**src/rtl/pio_exec_pacer.sv**
```systemverilog
// Paces one PIO state machine: one exec strobe per divider tick in READY, then burns the delay field in ticks.
// exec is combinational (zero latency from tick); retire/busy/stall_count are registered; stalls retry on the next tick.
module pio_exec_pacer #(
    parameter int DELAY_W = 5,
    parameter int CNT_W   = 16
) (
    input  logic               clock,
    input  logic               reset,
    input  logic               tick,
    input  logic               enable,
    input  logic               restart,
    input  logic               instr_valid,
    input  logic [DELAY_W-1:0] instr_delay,
    input  logic               stall,
    output logic               exec,
    output logic               retire,
    output logic               busy,
    output logic [CNT_W-1:0]   stall_count
);

    logic [DELAY_W-1:0] delay_cnt;
    logic               ready;
    logic               live_tick;

    assign ready     = (delay_cnt == '0);
    assign busy      = !ready;
    assign live_tick = tick & enable & !restart;
    // A tick spent on the delay countdown (including 1->0) can never also execute.
    assign exec      = live_tick & ready & instr_valid;

    always_ff @(posedge clock or negedge reset) begin
        if (!reset) begin
            delay_cnt   <= '0;
            retire      <= 1'b0;
            stall_count <= '0;
        end else if (restart) begin
            delay_cnt   <= '0;
            retire      <= 1'b0;
            stall_count <= '0;
        end else begin
            retire <= exec & !stall;
            if (exec) begin
                if (!stall) begin
                    delay_cnt <= instr_delay;
                end else if (stall_count != '1) begin
                    stall_count <= stall_count + {{(CNT_W-1){1'b0}}, 1'b1};
                end
            end else if (live_tick && !ready) begin
                delay_cnt <= delay_cnt - {{(DELAY_W-1){1'b0}}, 1'b1};
            end
        end
    end

endmodule

```
**config.mk**
```make
export PLATFORM = sky130hd
export DESIGN_NAME = pio_exec_pacer
export DESIGN_NICKNAME = d
export VERILOG_FILES = /design/src/rtl/pio_exec_pacer.sv
export SDC_FILE = /design/constraint.sdc
export NUM_CORES = 1
export LEC_CHECK = 0
export CAP_MARGIN = 5
export CORE_ASPECT_RATIO = 0.75
export CORE_UTILIZATION = 30
export CTS_BUF_LIST = sky130_fd_sc_hd__clkbuf_4 sky130_fd_sc_hd__clkbuf_8 sky130_fd_sc_hd__clkbuf_16
export CTS_CLUSTER_DIAMETER = 30
export DETAILED_ROUTE_END_ITERATION = 8
export SYNTH_ARGS = -nofsm -noshare
export SYNTH_HDL_FRONTEND = slang
export SYNTH_SLANG_ARGS = --single-unit
```
**constraint.sdc**
```tcl
create_clock -name clock -period 4.8 [get_ports clock]
set_input_delay 0.48 -clock clock [delete_from_list [all_inputs] [get_ports clock]]
set_output_delay 0.48 -clock clock [all_outputs]
set_load 0.01 [all_outputs]
```
# Word level (Yosys, flattened, before mapping)
# Index checks and enable logic that the tools add are counted.
[word_totals] out_inout_bits=19 reg_bits=22
[classes] n_mux=9 reduce_logical=11 n_addsub=2 n_bitwise=5 eq_ne=2
[op_table] cell="$mux 16" n=4
[op_table] cell="$mux 5" n=4
[op_table] cell="$add 16x1->16 const B" n=1
[op_table] cell="$ne 16x16->1 const B" n=1
[op_table] cell="$reduce_bool 2->1" n=3
[op_table] cell="$and 1x1->1" n=5
[op_table] cell="$logic_not 5->1" n=1
[op_table] cell="$sub 5x1->5 const B" n=1
[op_table] cell="$logic_not 1->1" n=3
[op_table] cell="$ne 3x3->1 const B" n=1
[op_table] cell="$reduce_and 3->1" n=1
[op_table] cell="$reduce_bool 3->1" n=1
[op_table] cell="$reduce_and 2->1" n=1
[op_table] cell="$logic_and 1x1->1" n=1
[op_table] cell="$mux 1" n=1

# Depth between registers and ports, before layout
# Gate-level depths: netlist (run 1).
[logic_depth] depth_word=6 ltp_mapped=7 ltp_nobuf=7

# Worst setup path before layout (run 1)
# No wires, ideal clock.
[synth_timing] path_kind="reg2reg" startpoint="reg stall_count[2]" endpoint="reg stall_count[9]" path_slack_ns=2.872 n_path_buf=1 stages_incl_launch_ff=6 t_arrival_ns=1.800 cell_sequence="dfrtp_1 nand4_2 buf_2 or3_4 o311ai_2 mux2_1"
[synth_via] elab_chain_cells=5 word_cells_on_any_way=8 classes_between="add/sub: 1; eq/ne: 1; mux: 4; reduce/logical: 2"
[synth_lines] element="from (decl)" line_no="18" source="output logic [CNT_W-1:0] stall_count"
[synth_lines] element="from (signal assigned)" line_no="46" source="stall_count <= stall_count + {{(CNT_W-1){1'b0}}, 1'b1};"
[synth_lines] element="$add 16x1->16" line_no="46"
[synth_lines] element="$mux 16" line_no="45" source="end else if (stall_count != '1) begin"
[synth_lines] element="$mux 16" line_no="43" source="if (!stall) begin"
[synth_lines] element="$mux 16" line_no="42" source="if (exec) begin"
[synth_lines] element="$mux 16" line_no="36" source="end else if (restart) begin"
# Several ways; a longest one is shown, not always the timed one. The select of a mux whose other input is x is not followed.
# A chain may end at the register's enable or synchronous reset.

# Worst setup path in the final report (run 1)
[layout_timing] startpoint="in restart" endpoint="out exec"
[layout_via] elab_chain_cells=4
[layout_lines] element="from (decl)" line_no="11" source="input logic restart,"
[layout_lines] element="$logic_not 1->1" line_no="27" source="assign live_tick = tick & enable & !restart;"
[layout_lines] element="$and 1x1->1" line_no="27"
[layout_lines] element="$and 1x1->1 (2 in a row)" line_no="29" source="assign exec = live_tick & ready & instr_valid;"
[layout_lines] element="to (decl)" line_no="15" source="output logic exec,"
# Every way passes these cells.

==> results of run 1 <==
==> stage by stage <==
step                      total power (W)  util [%]
after floorplan                  0.000276         -
after global placement           0.000318      39.1
after detailed placement         0.000320      39.1
after CTS                        0.000434      40.0
after global routing             0.000455      40.0
final                            0.000431      40.0
==> cell type report <==
cell class	instances	share of cell area (%)
inverters	12	2.53
well taps	57	4.01
multi-input cells	111	43.3
repair buffers	30	16.9
clock buffers	3	2.32
flip-flops and latches	22	31.0
==> cell families (layout without fill, tap and decap cells) <==
group                      Yosys count  in the layout
and+or+nand+nor                     62             62
AOI/OAI and AO/OA                   43             43
DFF                                 22             22
buffers and inverters               17             45
muxes                                4              4
adders and majority gates            2              2
==> path summary, 6_finish.rpt <==
| kind | startpoint | to | depth (start not counted) |
|---|---|---|---|
| worst max register to register | delay_cnt[0] | stall_count[3] | 6 |
| worst min register to register | stall_count[15] | stall_count[15] | 1 |
| worst min-delay path | stall_count[15] | stall_count[15] | 1 |
| min in group asynchronous | reset | delay_cnt[4] | 1 |
| worst max-delay path | restart | exec | 5 |
| max in group asynchronous | reset | delay_cnt[0] | 1 |
==> cells in the final DEF (no fill, tap or decap), types with 2 or more instances in the layout <==
cell type,count
clkdlybuf4s50_1,30
dfrtp_1,22
inv_1,11
nor3_1,10
o21ai_0,9
nand2_1,8
nand3_1,8
nor2_1,7
a21oi_1,7
nor2b_1,5
a221o_1,5
and3_1,4
nand4_1,3
or4_1,3
o211ai_1,3
nor4_1,3
clkbuf_8,3
o41ai_1,2
mux2_1,2
o32ai_1,2
mux2_2,2
a211oi_1,2
ha_1,2
==> synth_stat cells (all sizes together) <==
cell type | count | area (um2)
nand2 | 8 | 30.0
clkbuf | 3 | 11.3
and4b | 1 | 10.0
nor4 | 4 | 31.3
o211ai | 3 | 22.5
a21o | 1 | 7.51
o311ai | 2 | 25.0
nor2 | 7 | 26.3
ha | 2 | 25.0
a311oi | 1 | 8.76
or4 | 4 | 33.8
a21oi | 8 | 43.8
o21ai | 9 | 45.0
o31ai | 1 | 7.51
nor3 | 10 | 50.1
a221o | 5 | 50.1
inv | 11 | 41.3
a31oi | 1 | 6.26
o2111ai | 1 | 8.76
o21a | 1 | 7.51
nand4 | 4 | 31.3
a211o | 1 | 8.76
o41ai | 2 | 17.5
o31a | 1 | 8.76
a21boi | 1 | 7.51
and3 | 4 | 25.0
dfrtp | 22 | 551
o32ai | 2 | 17.5
nor4b | 1 | 23.8
buf | 2 | 10.0
a211oi | 2 | 15.0
mux2 | 4 | 45.0
clkinv | 1 | 3.75
nand4b | 1 | 8.76
or3 | 2 | 17.5
nand3 | 9 | 50.1
nor3b | 1 | 7.51
a221oi | 1 | 8.76
and2 | 1 | 6.26
nor2b | 5 | 31.3
==> flip-flops by register name (all words and copies together) (netlist names) <==
name and cells:
stall_count 16, delay_cnt 5, retire 1
==> where the power goes <==
group	leakage, nW	internal (W)	switching (W)
registers	0.302	0.000198	0.0000167
clock network	0.0216	0.0000560	0.0000573
logic	0.357	0.0000468	0.0000557
total	0.681	0.000301	0.000130
==> routing by layer <==
layer  track usage, %  routed length [um]
met1             25.8                1800
met2             21.7                1510
met3             3.46                 219
met5                0                   0
met4             5.87                  60
==> flow_metrics.tcl, run 1 <==
set metrics [dict create \
    setup_viol 0 \
    synthAdderAreaFrac_pct 1.81 \
    dr.pass1.iters 5 \
    syn_area_per_cell_um2 9.24 \
    vias 1372 \
    dp_hpwl_um 2660 \
    period_share_pct 63.5 \
    grt_pass1_wl_um 6000 \
    diodes 0 \
    leakage_nw 0.681 \
    start_util_pct 31.2 \
    grt_max_degree 23 \
    place_ws_ns 1.79 \
    cts.repair.resized 0 \
    worstPathArrival_ns 2.57 \
    r2r_slack_ns 2.39 \
    synth_top_family_by_area "simple AND/OR/NAND/NOR gates" \
    grt_pass1_vias 1170 \
    dp_cells 232 \
    peakVddDrop_v 0.000135 \
    portBuffers 30 \
    drt-total-wl_um 3600 \
    numCtsBuffers 3 \
    die_area_um2 4900 \
    overflow 0 \
    clockBufferDepth 2 \
    viasPerCell 5.84 \
    synth_xor_area_share_pct 0 \
    syn-cell-area_um2 1390 \
    cp_cell_sequence "clkdlybuf4s50_1, and4b_1, nand2_1, inv_1, clkdlybuf4s50_1" \
    cp_max_fo 16 \
    die_x_um 80.5 \
    cts-root-buf "clkbuf_8" \
    crit_slowest_cell "clkdlybuf4s50_1" \
    start_kind "input port" \
    ys_types 48 \
    fin_ws_ns 1.75 \
    wl_per_cell_um 15.3 \
    clkSinkCount 22 \
    placed_cell_area_um2 1740 \
    rows 21 \
    cts_tree "yes" \
    core_um2 4440 \
    worst_hold_slack_ns 0.537 \
    finalSetupTns_ns 0 \
    hp-class "reg -> reg" \
    fillers 441 \
    fin_crit_ns 3.05 \
    h-tree-depth 1 \
    synthSimpleGateAreaFrac_pct 27.6 \
    clk_latency_ns 0.26 \
    slew_viol_final 0 \
    cp.required_ns 4.32 \
    nets 194 \
    maxCapViolations 0 \
    rsz0062_at_grt "no" \
    synth_compound_area_share_pct 22.8 \
    grt_use_total_pct 16.4 \
    seq_area_frac_synth_pct 39.7 \
    ys_ff_latch 22 \
    ff_latch_area_um2 551 \
    slew_headroom_pct 34.1 \
    path_buf_inv 3 \
    critical_path.most_common_cell "clkdlybuf4s50_1" \
    boundaryPins 31 \
    pwr_density_cell_nw_per_um2 242 \
    dieHeight_um 60.9 \
    grt_antenna_before_repair 0 \
    worst_pin_slew_ns 0.986 \
    drc 0 \
    yosys_warnings 0 \
    path_delay_family "buffers and inverters" \
    finalClockSkew_ns 0.00150 \
    crit_path_end_kind "output pin" \
    synth_fp_nets 164 \
    timing.fmax_ghz 0.328 \
    final_cells 235 \
    hold_viol 0 \
    status "finished, final reports clean" \
    design_area_um2 1780 \
    critPathKind "in -> out" \
    ctsHoldBuffers 0 \
    post_cts.repair.setup_buffers 0 \
    syn_inst 150 \
    muxShareOfSynthArea_pct 3.25 \
    drive_above_1_share_pct 7.30 \
    dr.first_iter.drc_count 178 \
    multi_input_area_um2 769 \
    syn_to_final_growth_pct 28.2 \
    gp_congestion 0.856 \
    clkSlewWorstSetupHoldPaths_ns 0.07 \
    ant_nets 0 \
    max_stage_delay_ns 0.70 \
]
Note: power is estimated with default switching activity, not from simulation.
==> inputs of run 2 (changes only) <==
==> constraint.sdc (replaced) <==
create_clock -name clock -period 2.9 [get_ports clock]
set_input_delay 0.29 -clock clock [delete_from_list [all_inputs] [get_ports clock]]
set_output_delay 0.29 -clock clock [all_outputs]
set_load 0.01 [all_outputs]
==> run 2 against run 1 <==
  * Utilization grew 0.82 points
  * Final cell count grew 1.7%
  * Clock power grew 92%
  * Setup slack lost 1.4 ns
  * Clock skew grew 0.0057 ns
  * Die area is the same
  * Register-to-register slack lost 1.8 ns
  * Combinational power grew 63%
  * Cell area grew 2.0%
  * Critical endpoint unchanged
  * Largest cell class unchanged
==> flow_metrics.tcl, run 2 (synthesis results as in run 1) <==
set metrics [dict create \
    final_common_cell "clkdlybuf4s50_1" \
    overflow 0 \
    fin_crit_ns 2.54 \
    leakage_nw 0.703 \
    drive_above_1_share_pct 9.34 \
    grt_pass1_vias 1229 \
    dr.first_iter.drc_count 157 \
    cts_tree "yes" \
    rows 21 \
    slew_headroom_pct 65.7 \
    pwr_density_cell_nw_per_um2 408 \
    hp-class "in -> async" \
    grt_max_degree 23 \
    r2r_slack_ns 0.58 \
    critPathLaunch "delay_cnt[0]" \
    nets 197 \
    grt_pass1_wl_um 5890 \
    ctsHoldBuffers 0 \
    largest-register "stall_count" \
    critPathKind "reg -> out" \
    maxCapViolations 0 \
    boundaryPins 31 \
    die_area_um2 4900 \
    clk_latency_ns 0.26 \
    cts-root-buf "clkbuf_8" \
    path_buf_inv 3 \
    dp_hpwl_um 2680 \
    period_share_pct 87.5 \
    peakVddDrop_v 0.000135 \
    post_cts.repair.setup_buffers 0 \
    clockBufferDepth 2 \
    timing.rr.start "delay_cnt[0]" \
    layout_common_cells "clkdlybuf4s50_1, dfrtp_1, inv_1" \
    largestRegisters "stall_count: 16 flops, delay_cnt: 5 flops, retire: 1 flops" \
    r2r_cells 6 \
    clkSinkCount 22 \
    worst_pin_slew_ns 0.512 \
    cp_cell_sequence "inv_1, ha_1, nor4b_4, nand2_1, inv_1, clkdlybuf4s50_1" \
    dieHeight_um 60.9 \
    worstPathArrival_ns 2.25 \
    r2r_end "stall_count[13]" \
    timing.fmax_ghz 0.394 \
    dr.pass1.iters 4 \
    slew_viol_final 0 \
    finalClockSkew_ns 0.00718 \
    numCtsBuffers 3 \
    ant_nets 0 \
    hold_viol 0 \
    largest_reg_flops 16 \
    critical_path.most_common_cell "inv_1" \
    wl_per_cell_um 15.3 \
    path_delay_family "buffers and inverters" \
    grt_use_total_pct 16.2 \
    drc 0 \
    gp_congestion 0.876 \
    worst_hold_slack_ns 0.380 \
    die_x_um 80.5 \
    diodes 0 \
    viasPerCell 5.72 \
    start_kind "flip-flop" \
    cp_max_fo 8 \
    grt_antenna_before_repair 0 \
    max_stage_delay_ns 0.54 \
    status "finished, final reports clean" \
    rsz0062_at_grt "no" \
    portBuffers 30 \
    clkSlewWorstSetupHoldPaths_ns 0.08 \
    core_um2 4440 \
    setup_viol 0 \
    cp.required_ns 2.61 \
    drt-total-wl_um 3660 \
    finalSetupTns_ns 0 \
    h-tree-depth 1 \
    vias 1368 \
    crit_slowest_cell "clkdlybuf4s50_1" \
    start_util_pct 31.2 \
    syn_to_final_growth_pct 30.9 \
    crit_path_end_kind "output pin" \
    cts.repair.resized 0 \
]
## run 2: changes by cell type in the layout (fill, tap and decap cells not counted), sizes merged
| cell | change |
|---|---|
| clkbuf | +1 |
| buf | +3 |
## run 2: worst max path at each step
stage,end,cells after the start
floorplan,stall_count[9],5
global placement,stall_count[13],6
detailed placement,stall_count[13],6
CTS,exec,6
global route,exec,6
finish,exec,6
## run 2: layout make-up
class                   instances  area [um2]
flip-flops and latches         22         551
well taps                      57        71.3
clock buffers                   4        55.1
multi-input cells             111         769
repair buffers                 33         323
inverters                      12        45.0
fillers                       430        2630
## run 2: worst register-to-register path, delay by kind of cell, from the launching register on
kind,cells,cell delay (ns)
adder cells (fa/ha/maj),1,0.21
AO/OA/AOI/OAI,1,0.15
AND/OR/NAND/NOR,3,1.40
flip-flops,1,0.41
buffers and inverters,1,0.08
## run 2: through the flow
step / std cells / worst slack [ns] / area, um2 / power [W] / utilization (%)
4_1_cts: 239 / 0.361 / 1810 / 0.000749 / 40.9
2_1_floorplan: 150 / 0.972 / 1390 / 0.000458 / -
3_3_place_gp: 235 / 0.637 / 1760 / 0.000524 / 39.6
3_5_place_dp: 235 / 0.627 / 1760 / 0.000529 / 39.6
5_1_grt: 239 / 0.216 / 1810 / 0.000780 / 40.9
6_report: 239 / 0.363 / 1810 / 0.000741 / 40.9
## run 2: per-layer routing
layer  routed length, um  vias to the layer above  track usage, %
li1                    -                      651               -
met1                1750                      651            22.6
met2                1560                       59            23.2
met3                 268                        7            4.06
met4                  71                        0            8.67
met5                   0                        -               0
## run 2: report_power, final
| part | internal (W) | switching [W] |
|---|---|---|
| registers | 0.000328 | 0.0000277 |
| logic | 0.0000788 | 0.0000891 |
| clock network | 0.000121 | 0.0000959 |
| total | 0.000528 | 0.000213 |
==> inputs of run 3 (changes only) <==
--- a/config.mk
+++ b/config.mk
@@ -7,10 +7,11 @@
 export LEC_CHECK = 0
 export CAP_MARGIN = 5
 export CORE_ASPECT_RATIO = 0.75
-export CORE_UTILIZATION = 30
+export CORE_UTILIZATION = 50
 export CTS_BUF_LIST = sky130_fd_sc_hd__clkbuf_4 sky130_fd_sc_hd__clkbuf_8 sky130_fd_sc_hd__clkbuf_16
 export CTS_CLUSTER_DIAMETER = 30
 export DETAILED_ROUTE_END_ITERATION = 8
+export PLACE_DENSITY = 0.79
 export SYNTH_ARGS = -nofsm -noshare
 export SYNTH_HDL_FRONTEND = slang
 export SYNTH_SLANG_ARGS = --single-unit
==> run 3 against run 2 <==
  * Setup slack worse by 0.089 ns
  * Via count fell by 0.51%
  * Power is 10% higher
  * Non-clock buffer count unchanged
  * Worst hold slack better by 0.15 ns
  * Clock power rose by 33%
  * Sequential cell count is the same
  * Maximum frequency down 3.4%
  * Final cell count down 8.8%
  * Die area shrank 39%
==> flow_metrics.tcl, run 3 (synthesis results as in run 1) <==
set metrics [dict create \
    comb_power_share_pct 20.9 \
    power_switching_w 0.000224 \
    drt-total-wl_um 3770 \
    leakage_nw 0.709 \
    cts-root-buf "clkbuf_8" \
    drc 0 \
    viasPerCell 6.24 \
    peakVddDrop_v 0.000336 \
    grt_pass1_wl_um 6070 \
    rsz0062_at_grt "no" \
    p_clk_share_pct 35.3 \
    clkSinkCount 22 \
    finalClockSkew_ns 0.00611 \
    cts_tree "yes" \
    drive_above_1_share_pct 9.34 \
    numCtsBuffers 3 \
    pwr_density_cell_nw_per_um2 453 \
    final_common_cell "clkdlybuf4s50_1" \
    place_ws_ns 0.561 \
    start_util_pct 52.9 \
    ff_latch_area_um2 551 \
    fillers 215 \
    grt_max_degree 23 \
    grt_pass1_vias 1260 \
    multi_input_area_um2 769 \
    use_met3_pct 6.19 \
    crit_path_end_kind "output pin" \
    dieHeight_um 47.6 \
    status "finished, final reports clean" \
    nets 197 \
    portBuffers 30 \
    slew_headroom_pct 32.7 \
    largest-register "stall_count" \
    design_area_um2 1800 \
    period_share_pct 90.6 \
    hp-class "reg -> reg" \
    gp_congestion 0.887 \
    vias 1361 \
    top_usage_layer "met2" \
    largestRegisters "stall_count: 16 flops, delay_cnt: 5 flops, retire: 1 flops" \
    die_x_um 62.8 \
    setup_viol 0 \
    cp_max_fo 8 \
    dr.first_iter.drc_count 136 \
    boundaryPins 31 \
    cp.required_ns 2.61 \
    grtUsageMet1_pct 35.7 \
    p_int_w 0.000593 \
    rows 16 \
    grt_use_total_pct 27.8 \
    p_sw_share_pct 27.4 \
    clockBufferDepth 2 \
    core_um2 2620 \
    gr-usage-met2_pct 47.6 \
    cts.repair.resized 0 \
    largest_reg_flops 16 \
    ctsHoldBuffers 0 \
    layout_common_cells "clkdlybuf4s50_1, dfrtp_1, inv_1" \
    die_area_um2 2990 \
    critPathKind "reg -> out" \
    clkSlewWorstSetupHoldPaths_ns 0.08 \
    fin_ws_ns 0.274 \
    clk_latency_ns 0.27 \
    post_cts.repair.setup_buffers 0 \
    slew_viol_final 0 \
    power_frac_seq_pct 43.8 \
    diodes 0 \
    overflow 0 \
    start_kind "flip-flop" \
    ant_nets 0 \
    grt_antenna_before_repair 0 \
    wl_per_cell_um 17.3 \
    dr.pass1.iters 5 \
    finalSetupTns_ns 0 \
    h-tree-depth 1 \
    maxCapViolations 0 \
    hold_viol 0 \
    fin_crit_ns 2.63 \
    worstPathArrival_ns 2.34 \
    dp_hpwl_um 2710 \
    placed_cell_area_um2 1730 \
    timing.fmax_ghz 0.381 \
    worst_pin_slew_ns 1.01 \
    syn_to_final_growth_pct 30.1 \
]
[run 3: cell types whose count changed in the layout (fill, tap and decap cells not counted)]
cell	before	now
bufinv_16	0	1
clkbuf_8	4	3
[run 3: through the flow]
step / std cells / power, W / hold slack, ns / utilization [%]
2_1_floorplan: 150 / 0.000458 / -0.00559 / -
3_3_place_gp: 214 / 0.000524 / 0.522 / 66.1
3_5_place_dp: 214 / 0.000533 / 0.518 / 66.1
4_1_cts: 218 / 0.000823 / 0.535 / 68.8
5_1_grt: 218 / 0.000855 / 0.573 / 68.8
6_report: 218 / 0.000817 / 0.530 / 68.8
[run 3: per-layer routing]
layer / share of wire [%] / vias to the layer above
met5: 0 / -
li1: - / 642
met3: 6.6 / 10
met2: 49 / 64
met1: 43 / 645
met4: 1.8 / 0
[run 3: power groups by stage]
stage	logic [W]	clock network [W]	registers, W
2_1_floorplan	0.000102	0	0.000356
3_3_place_gp	0.000164	0	0.000360
3_5_place_dp	0.000170	0	0.000363
4_1_cts	0.000172	0.000294	0.000357
5_1_grt	0.000191	0.000304	0.000360
6_report	0.000171	0.000288	0.000358
[run 3: area by class of cell]
cell class,instances,area share [%]
Sequential cell,22,30.5
Clock inverter,1,1.66
Multi-Input combinational cell,111,42.6
Tap cell,36,2.50
Clock buffer,3,2.29
Inverter,12,2.50
Timing Repair Buffer,33,17.9
[run 3: worst paths after layout]
path                                        end  depth (start not counted)            start  slack, ns
worst min register to register  stall_count[15]                          1  stall_count[15]       0.53
max in group asynchronous        stall_count[1]                          1            reset       1.72
worst max register to register  stall_count[13]                          6     delay_cnt[0]       0.54
min in group asynchronous          delay_cnt[1]                          1            reset       0.57
worst min-delay path            stall_count[15]                          1  stall_count[15]       0.53
worst max-delay path                       exec                          6     delay_cnt[0]       0.27
[run 3: critical path, cell delays in order, from the launching register on]
cell             delay [ns]
dfrtp_1                0.41
inv_1                  0.09
ha_1                   0.23
nor4b_4                0.41
nand2_1                0.25
inv_1                  0.12
clkdlybuf4s50_1        0.55
